`src/rtl/cache_init_ctrl_pkg.sv`:
```
// -----------------------------------------------------------------------------
// cache_init_ctrl_pkg
// Shared cache definitions:
//   - line-count and line-select-width helpers. The tag and data stores use
//     the same helpers, so every block agrees on the bank geometry.
//   - the init-sequencer state encoding.
// Ports: none (package).
// -----------------------------------------------------------------------------
package cache_init_ctrl_pkg;

   typedef enum logic [1:0] {
      IDLE  = 2'd0,
      DRAIN = 2'd1,
      INIT  = 2'd2,
      DONE  = 2'd3
   } init_state_e;

   localparam int PERF_W = 32;

   // Lines held by one way of one bank.
   function automatic int calc_lines_per_bank(input int cache_size,
                                              input int line_size,
                                              input int num_banks,
                                              input int num_ways);
      return cache_size / (line_size * num_banks * num_ways);
   endfunction

   // Index width. This is at least one bit, so a single-line bank still has a
   // legal select port.
   function automatic int calc_line_sel_bits(input int lines);
      return (lines > 1) ? $clog2(lines) : 1;
   endfunction

endpackage

```
`src/rtl/cache_init_counter.sv`:
```
// -----------------------------------------------------------------------------
// cache_init_counter
// Stall-gated up-counter for the tag-store init walk. It stops at LAST and does
// not wrap. o_tc flags the terminal index.
// Ports:
//   clk, reset  clock and asynchronous active-high reset
//   i_clear     synchronous clear to 0 (takes priority over i_en)
//   i_en        advance by one (ignored at terminal count)
//   o_count     current index
//   o_tc        current index == LAST
// -----------------------------------------------------------------------------
module cache_init_counter #(
   parameter int WIDTH = 6,
   parameter int LAST  = 63
) (
   input  logic             clk,
   input  logic             reset,
   input  logic             i_clear,
   input  logic             i_en,
   output logic [WIDTH-1:0] o_count,
   output logic             o_tc
);

   localparam logic [WIDTH-1:0] LAST_VAL = WIDTH'(LAST);

   logic [WIDTH-1:0] r_count;

   // NOTE: sequential state uses non-blocking assignments, so every flop
   // samples pre-edge values regardless of process ordering.
   always_ff @(posedge clk or posedge reset) begin
      if (reset) begin
         r_count <= '0;
      end else if (i_clear) begin
         r_count <= '0;
      end else if (i_en && !o_tc) begin
         r_count <= r_count + 1'b1;
      end
   end

   assign o_count = r_count;
   assign o_tc    = (r_count == LAST_VAL);

endmodule

```
`src/rtl/cache_init_ctrl.sv`:
```
// -----------------------------------------------------------------------------
// cache_init_ctrl
// Per-bank tag-store init sequencer. It walks every line index, asserting init
// with the index. It runs once after reset (when INIT_ON_RESET=1) and again on
// each accepted flush. While it is busy, the bank core rejects requests.
// Ports:
//   clk, reset         clock and asynchronous active-high reset
//   flush_valid/ready  flush request handshake (ready only in IDLE)
//   pipe_empty         bank pipeline and MSHR are empty; ends DRAIN
//   stall              freezes the walk; no init write that cycle
//   init               tag-store init strobe (combinational: INIT && ~stall)
//   init_line_sel      line index being initialised
//   busy               bank must not accept core requests
//   done_valid/ready   completion handshake for flush-initiated walks
//   perf_flush_cycles  (only with CS_INIT_PERF_EN) saturating count of
//                      DRAIN+INIT+DONE cycles across flushes
// Optional feature macro: CS_INIT_PERF_EN
// -----------------------------------------------------------------------------
module cache_init_ctrl
   import cache_init_ctrl_pkg::*;
#(
   parameter  int CACHE_SIZE     = 1024,
   parameter  int LINE_SIZE      = 16,
   parameter  int NUM_BANKS      = 1,
   parameter  int NUM_WAYS       = 1,
   parameter  int INIT_ON_RESET  = 1,
   localparam int LINES_PER_BANK = calc_lines_per_bank(CACHE_SIZE, LINE_SIZE, NUM_BANKS, NUM_WAYS),
   localparam int LINE_SEL_BITS  = calc_line_sel_bits(LINES_PER_BANK)
) (
   input  logic                     clk,
   input  logic                     reset,
   input  logic                     flush_valid,
   output logic                     flush_ready,
   input  logic                     pipe_empty,
   input  logic                     stall,
   output logic                     init,
   output logic [LINE_SEL_BITS-1:0] init_line_sel,
   output logic                     busy,
   output logic                     done_valid,
   input  logic                     done_ready
`ifdef CS_INIT_PERF_EN
   ,
   output logic [PERF_W-1:0]        perf_flush_cycles
`endif
);

   localparam init_state_e RESET_STATE = (INIT_ON_RESET != 0) ? INIT : IDLE;

   init_state_e              r_state, w_next_state;
   logic                     r_flush_walk;   // current walk came from a flush
   logic                     r_busy, r_flush_ready, r_done_valid;
   logic                     w_ctr_clear, w_ctr_en, w_ctr_tc;
   logic [LINE_SEL_BITS-1:0] w_ctr_count;

   cache_init_counter #(
      .WIDTH (LINE_SEL_BITS),
      .LAST  (LINES_PER_BANK - 1)
   ) u_counter (
      .clk     (clk),
      .reset   (reset),
      .i_clear (w_ctr_clear),
      .i_en    (w_ctr_en),
      .o_count (w_ctr_count),
      .o_tc    (w_ctr_tc)
   );

   // The registered outputs are loaded from the next state, so each one is
   // valid in the same cycle as the state it describes.
   always_ff @(posedge clk or posedge reset) begin
      if (reset) begin
         r_state       <= RESET_STATE;
         r_flush_walk  <= 1'b0;
         r_busy        <= (INIT_ON_RESET != 0);
         r_flush_ready <= 1'b0;
         r_done_valid  <= 1'b0;
      end else begin
         r_state       <= w_next_state;
         r_busy        <= (w_next_state != IDLE);
         r_flush_ready <= (w_next_state == IDLE);
         r_done_valid  <= (w_next_state == DONE);
         if (r_state == IDLE && w_next_state == DRAIN) begin
            r_flush_walk <= 1'b1;
         end
      end
   end

   // NOTE: every signal assigned here gets a default first, so no path
   // through the case can infer a latch.
   always_comb begin
      w_next_state = r_state;
      w_ctr_clear  = 1'b1;   // index sits at 0 outside INIT, so each walk starts at 0
      w_ctr_en     = 1'b0;
      unique case (r_state)
         IDLE: begin
            if (flush_valid && r_flush_ready) w_next_state = DRAIN;
         end
         DRAIN: begin
            if (pipe_empty) w_next_state = INIT;
         end
         INIT: begin
            w_ctr_clear = 1'b0;
            if (!stall) begin
               w_ctr_en = 1'b1;
               // Completion is gated by ~stall, so a stalled last index defers it.
               if (w_ctr_tc) w_next_state = r_flush_walk ? DONE : IDLE;
            end
         end
         DONE: begin
            if (done_ready) w_next_state = IDLE;
         end
         default: w_next_state = IDLE;
      endcase
   end

   assign init          = (r_state == INIT) && !stall;
   assign init_line_sel = w_ctr_count;
   assign busy          = r_busy;
   assign flush_ready   = r_flush_ready;
   assign done_valid    = r_done_valid;

`ifdef CS_INIT_PERF_EN
   logic [PERF_W-1:0] r_perf;

   // Only flush walks are counted; the reset walk leaves r_flush_walk clear.
   always_ff @(posedge clk or posedge reset) begin
      if (reset) begin
         r_perf <= '0;
      end else if (r_state != IDLE && r_flush_walk && r_perf != '1) begin
         r_perf <= r_perf + 1'b1;
      end
   end

   assign perf_flush_cycles = r_perf;
`endif

endmodule

```
`config.mk`:
```
export PLATFORM = sky130hd
export DESIGN_NAME = cache_init_ctrl
export DESIGN_NICKNAME = d
export VERILOG_FILES = /design/src/rtl/cache_init_ctrl_pkg.sv /design/src/rtl/cache_init_counter.sv /design/src/rtl/cache_init_ctrl.sv
export SDC_FILE = /design/constraint.sdc
export NUM_CORES = 1
export LEC_CHECK = 0
export CORE_AREA = 8 8 46 48
export DETAILED_ROUTE_END_ITERATION = 8
export DIE_AREA = 0 0 54 56
export PLACE_DENSITY = 0.82
export SYNTH_ARGS = -nofsm -noshare
export SYNTH_HDL_FRONTEND = slang
export SYNTH_SLANG_ARGS = --single-unit
```
`constraint.sdc`:
```
create_clock -name clk -period 2.2 [get_ports clk]
set_input_delay 0.55 -clock clk [delete_from_list [all_inputs] [get_ports clk]]
set_output_delay 0.55 -clock clk [all_outputs]
set_load 0.02 [all_outputs]
```
# Word-level counts from Yosys, hierarchy flattened
# Index checks and enable logic that the tools add are counted.
# Widths: inputs -> output; s select.
[totals] register_bits=12 latch_bits=0 mem_bits_rw=0 mem_bits_ro=0 inputBits=6 out_inout_bits=10 elab_cells=34 mem_count=0
[classes] add_sub_neg=1 n_mul=0 div_mod_pow=0 magnitude_cmp=0 n_eq_ne=7 n_shift=0 n_mux=11 n_bitwise=0 reduce_logical=9
[ops] op="$mux 2" n=6
[ops] op="$mux 6" n=2
[ops] op="$pmux 2 s4" n=1
[ops] op="$add 6x1->6 const B" n=1
[ops] op="$eq 2x2->1 const B" n=3
[ops] op="$eq 6x6->1 const B" n=1
[ops] op="$eq 2x1->1 const B" n=2
[ops] op="$logic_and 1x1->1" n=4
[ops] op="$logic_not 2->1" n=2
[ops] op="$logic_not 1->1" n=2
[ops] op="$mux 1" n=2
[ops] op="$ne 2x1->1 const B" n=1
[ops] op="$reduce_bool 2->1" n=1

# Depth between registers and ports, before layout
[logic_depth] word_depth=6 mapped_depth=4 depth_no_buf=4

# Hierarchy
# From an unflattened synthesis, not the netlist that was laid out.
[hier_totals] cells_unflattened=64 hier_area_um2=663.1
[modules_own_cells] mod="cache_init_counter" n_inst=1 cells_each=37 area_each_um2=369.1 seq_area_each_um2=150.1
[modules_own_cells] mod="cache_init_ctrl" n_inst=1 cells_each=27 area_each_um2=294.0 seq_area_each_um2=152.6

# Worst setup path after synthesis
# No wires, ideal clock.
[synth_path] path_kind="reg2out" start="register r_state[1]" end="output port init" t_arrival_ns=0.936 path_slack_ns=0.714 stages_incl_launch_ff=3 cell_sequence="dfstp_2 -> nand2b_2 -> nor2_1"
[synth_via] elab_chain_cells=2
[synth_rtl] element="start, declared" line="cache_init_ctrl.sv:49" rtl="init_state_e r_state, w_next_state;"
[synth_rtl] element="start signal, assigned" line="cache_init_ctrl.sv:77" rtl="r_state <= w_next_state;"
[synth_rtl] element="$eq 2x2->1" line="cache_init_ctrl.sv:115" rtl="assign init = (r_state == INIT) && !stall;"
[synth_rtl] element="$logic_and 1x1->1" line="cache_init_ctrl.sv:115"
[synth_rtl] element="end, declared" line="cache_init_ctrl.sv:36" rtl="output logic init,"
# No other way between the ends.

# Final worst setup path
# Ends and elaborated chain as after synthesis.

==> metrics.md <==
| Metric | Value |
|---|---|
| Full die area | `3020 µm²` |
| Worst hold start | `r_flush_walk` |
| Distinct cells, synth | `29` |
| DIE WIDTH | `54 µm` |
| Worst slack at placement | `-0.0433 ns` |
| Critical Path RT | `~1.7 ns` |
| Grt total ovfl | `0` |
| Pwr Density | `949 nW/µm²` |
| CTS H-tree depth | `1` |
| DP Area | `around 790 µm²` |
| VDD IR max | `0.479 mV` |
| R2R Path Start | `u_counter.o_count[0]` |
| Layout Utilization | `57.7%` |
| WHS Path Cells | `2` |
| Clk sinks | `12` |
| Startpoint types | `flip-flop` |
| FF+latch count, synth | `12` |
| Fin crit period | `1.97 ns` |
| Die Ht | `56 µm` |
| Most common cell after layout, fill and taps aside | `clkdlybuf4s50_1` |
| Final ANT Viol Nets | `0` |
| Slew @ Worst Pin | `0.453 ns` |
| CTS max path bufs | `2` |
| Fmax | `0.508 GHz` |
| Worst Path Max Fanout | `7` |
| Largest family of logic cells by synthesized area | `simple AND/OR/NAND/NOR gates` |
| Post-Place Cells | `91` |
| Reg2Reg Setup Slack | `between 0.7 and 0.8 ns` |
| TritonCTS Buffers | `3` |
| Final total power | `786 µW` |
| Syn nets | `66` |
| Buffers on Ports | `15` |
| Drt initial violations | `4` |
| Mapped Avg Cell Area | `10.4 µm²` |
| Static Leak | `roughly 0.37 nW` |
| # rows | `14` |
| All-Layer GR Usage | `roughly a tenth` |
| Final WS setup | `around 0.23 ns` |
| Initial antenna violation count | `0` |
| Clk slew on worst S/H paths | `0.07 ns` |
| Maximum number of pins on one net before global-route repair | `13` |
| Rel. slew slack | `69.8%` |
| Initial Util | `between 40 and 50%` |
| Layout area overhead | `34.6%` |
| Avg Vias per Cell | `5.45` |
| Worst Reg-to-Reg Cells | `4` |
| Max Cap Violations | `0` |
| Setup Crit Path Kind | `flip-flop to output port` |
| Arr. time, crit path | `1.42 ns` |
| Clk root buf | `clkbuf_4` |
| Nets | `between 80 and 90` |
| Share of cells above drive strength 1 | `16.5%` |
| Post-Syn Instances | `roughly 60` |
| Simple-gate share of the synthesized area | `26.6%` |
| Outcome | `finished, final reports clean` |
| Post-Route Setup TNS | `0 ns` |
| Routed WL | `1.29 mm` |
| Core area | `1440 µm²` |
| Unrepaired setup endpoints after global routing | `false` |
| Hold Violations, Final | `0` |
| Drt pass-1 iters | `2` |
| Sequential share of the synthesized area | `49.2%` |
| Vias in the first global route | `536` |
| RD Place Congestion | `0.691` |
| HP Class | `flip-flop to flip-flop` |
| Crit Reg-Reg Endpoint | `u_counter.o_count[1]` |
| Xor-xnor portion of the synthesized cell area | `0%` |
| Fraction of the mapped netlist area in compound gates | `14.8%` |
| Synth Area in Adders | `2.03%` |
| Clk_lat worst skew | `roughly 0.27 ns` |
| Final non-filler cell area | `828 µm²` |
| Ports | `16` |
| Final setup viols | `0` |
| Via count | `518` |
| Antenna cells | `0` |
| CP endpoint kind | `output port` |
| WL per Instance | `13.6 µm` |
| Hold slack | `0.486 ns` |
| Worst Skew | `approximately 0.00053 ns` |
| Commonest non-fill, non-tap cells in the layout | `clkdlybuf4s50_1, dfrtp_1, nand2_1` |
| Worst Hold End | `r_flush_walk` |
| Ys Warns | `0` |
| Final Cycle Share | `89.6%` |
| Final Non-Filler Cells | `95` |
| DRC | `0` |
| Mux contribution to synthesized area | `around 4.9%` |
| First-pass GRT wire length | `2.35 mm` |
| Setup Fix Bufs, Post-CTS | `0` |
| Detailed Place HPWL | `1.01 mm` |
| Fillers | `128` |
| Post-Syn Area | `about 600 µm²` |
| TritonCTS clock tree | `done` |
| Slew Viols, Final | `0` |
==> power breakdown <==
| part | switching [mW] | leakage, nW | internal (mW) |
|---|---|---|---|
| clock | 0.0721 | 0.0210 | 0.101 |
| combinational | 0.148 | 0.203 | 0.135 |
| sequential | 0.0502 | 0.151 | 0.281 |
| total | 0.270 | 0.375 | 0.516 |
==> worst max-delay path, stage by stage (launching register included) <==
cell and delay [ns]:
dfstp_2 0.60, nand2b_2 0.12, nor2_1 0.09, dlygate4sd2_1 0.34
==> sequential cells by signal (all words and copies together), names as in the netlist <==
signal and count:
flush_ready 1, done_valid 1, busy 1, r_flush_walk 1
r_state 2, u_counter.o_count 6
==> metal layers <==
layer  global-route usage, %  vias up  share of wire (%)
met5                       0        -                  0
met4                    4.23        0               0.93
met3                    2.94        2                6.9
met2                    14.8       13                 48
met1                    12.4      248                 44
li1                        -      255                  -
==> logic make-up (layout without fill, tap and decap cells) <==
group	after synthesis	in the layout
buffers and inverters	4	24
AND/OR/NAND/NOR	27	27
multiplexers	3	3
flip-flops	12	12
adder cells (fa/ha/maj)	1	1
AO/OA/AOI/OAI	12	12
==> cells in the mapped netlist, drive strengths merged <==
cell	count	area (µm²)
and2	1	8.76
nand4	1	6.26
a311oi	2	17.5
o21ai	1	5.00
or2b	1	7.51
a21o	1	7.51
nand3b	3	22.5
nand2	8	30.0
and2b	2	15.0
and4b	1	13.8
nor2	1	3.75
inv	4	15.0
dfrtp	10	250
o31ai	1	7.51
nor2b	1	6.26
a31oi	1	6.26
nand3	3	15.0
ha	1	12.5
a21oi	3	18.8
o21a	1	7.51
and3	3	20.0
a211oi	1	12.5
nand2b	2	15.0
a31o	1	8.76
dfstp	2	52.6
mux2i	3	30.0
==> what timing repair did <==
action                                  CTS  global route
gates resized for setup                   1             0
hold buffers                              0             0
endpoints found under the setup margin    1             0
==> layout make-up <==
type	instances	area (µm²)	share of cell area, %
Sequential cell	12	303	36.6
Multi-Input combinational cell	43	298	36.0
Timing Repair Buffer	16	156	18.9
Clock buffer	4	36.3	4.38
Tap cell	16	20.0	2.42
Inverter	4	15.0	1.81
==> how the worst max path moves through the flow <==
stage                from  endpoint  slack, ns
5_1_grt        r_state[1]      init       0.15
4_1_cts        r_state[1]      init       0.22
2_1_floorplan  r_state[1]      init       0.71
3_5_place_dp        stall      init      -0.04
3_3_place_gp        stall      init      -0.02
6_report       r_state[1]      init       0.23
Power figures use the tool's default switching activity.
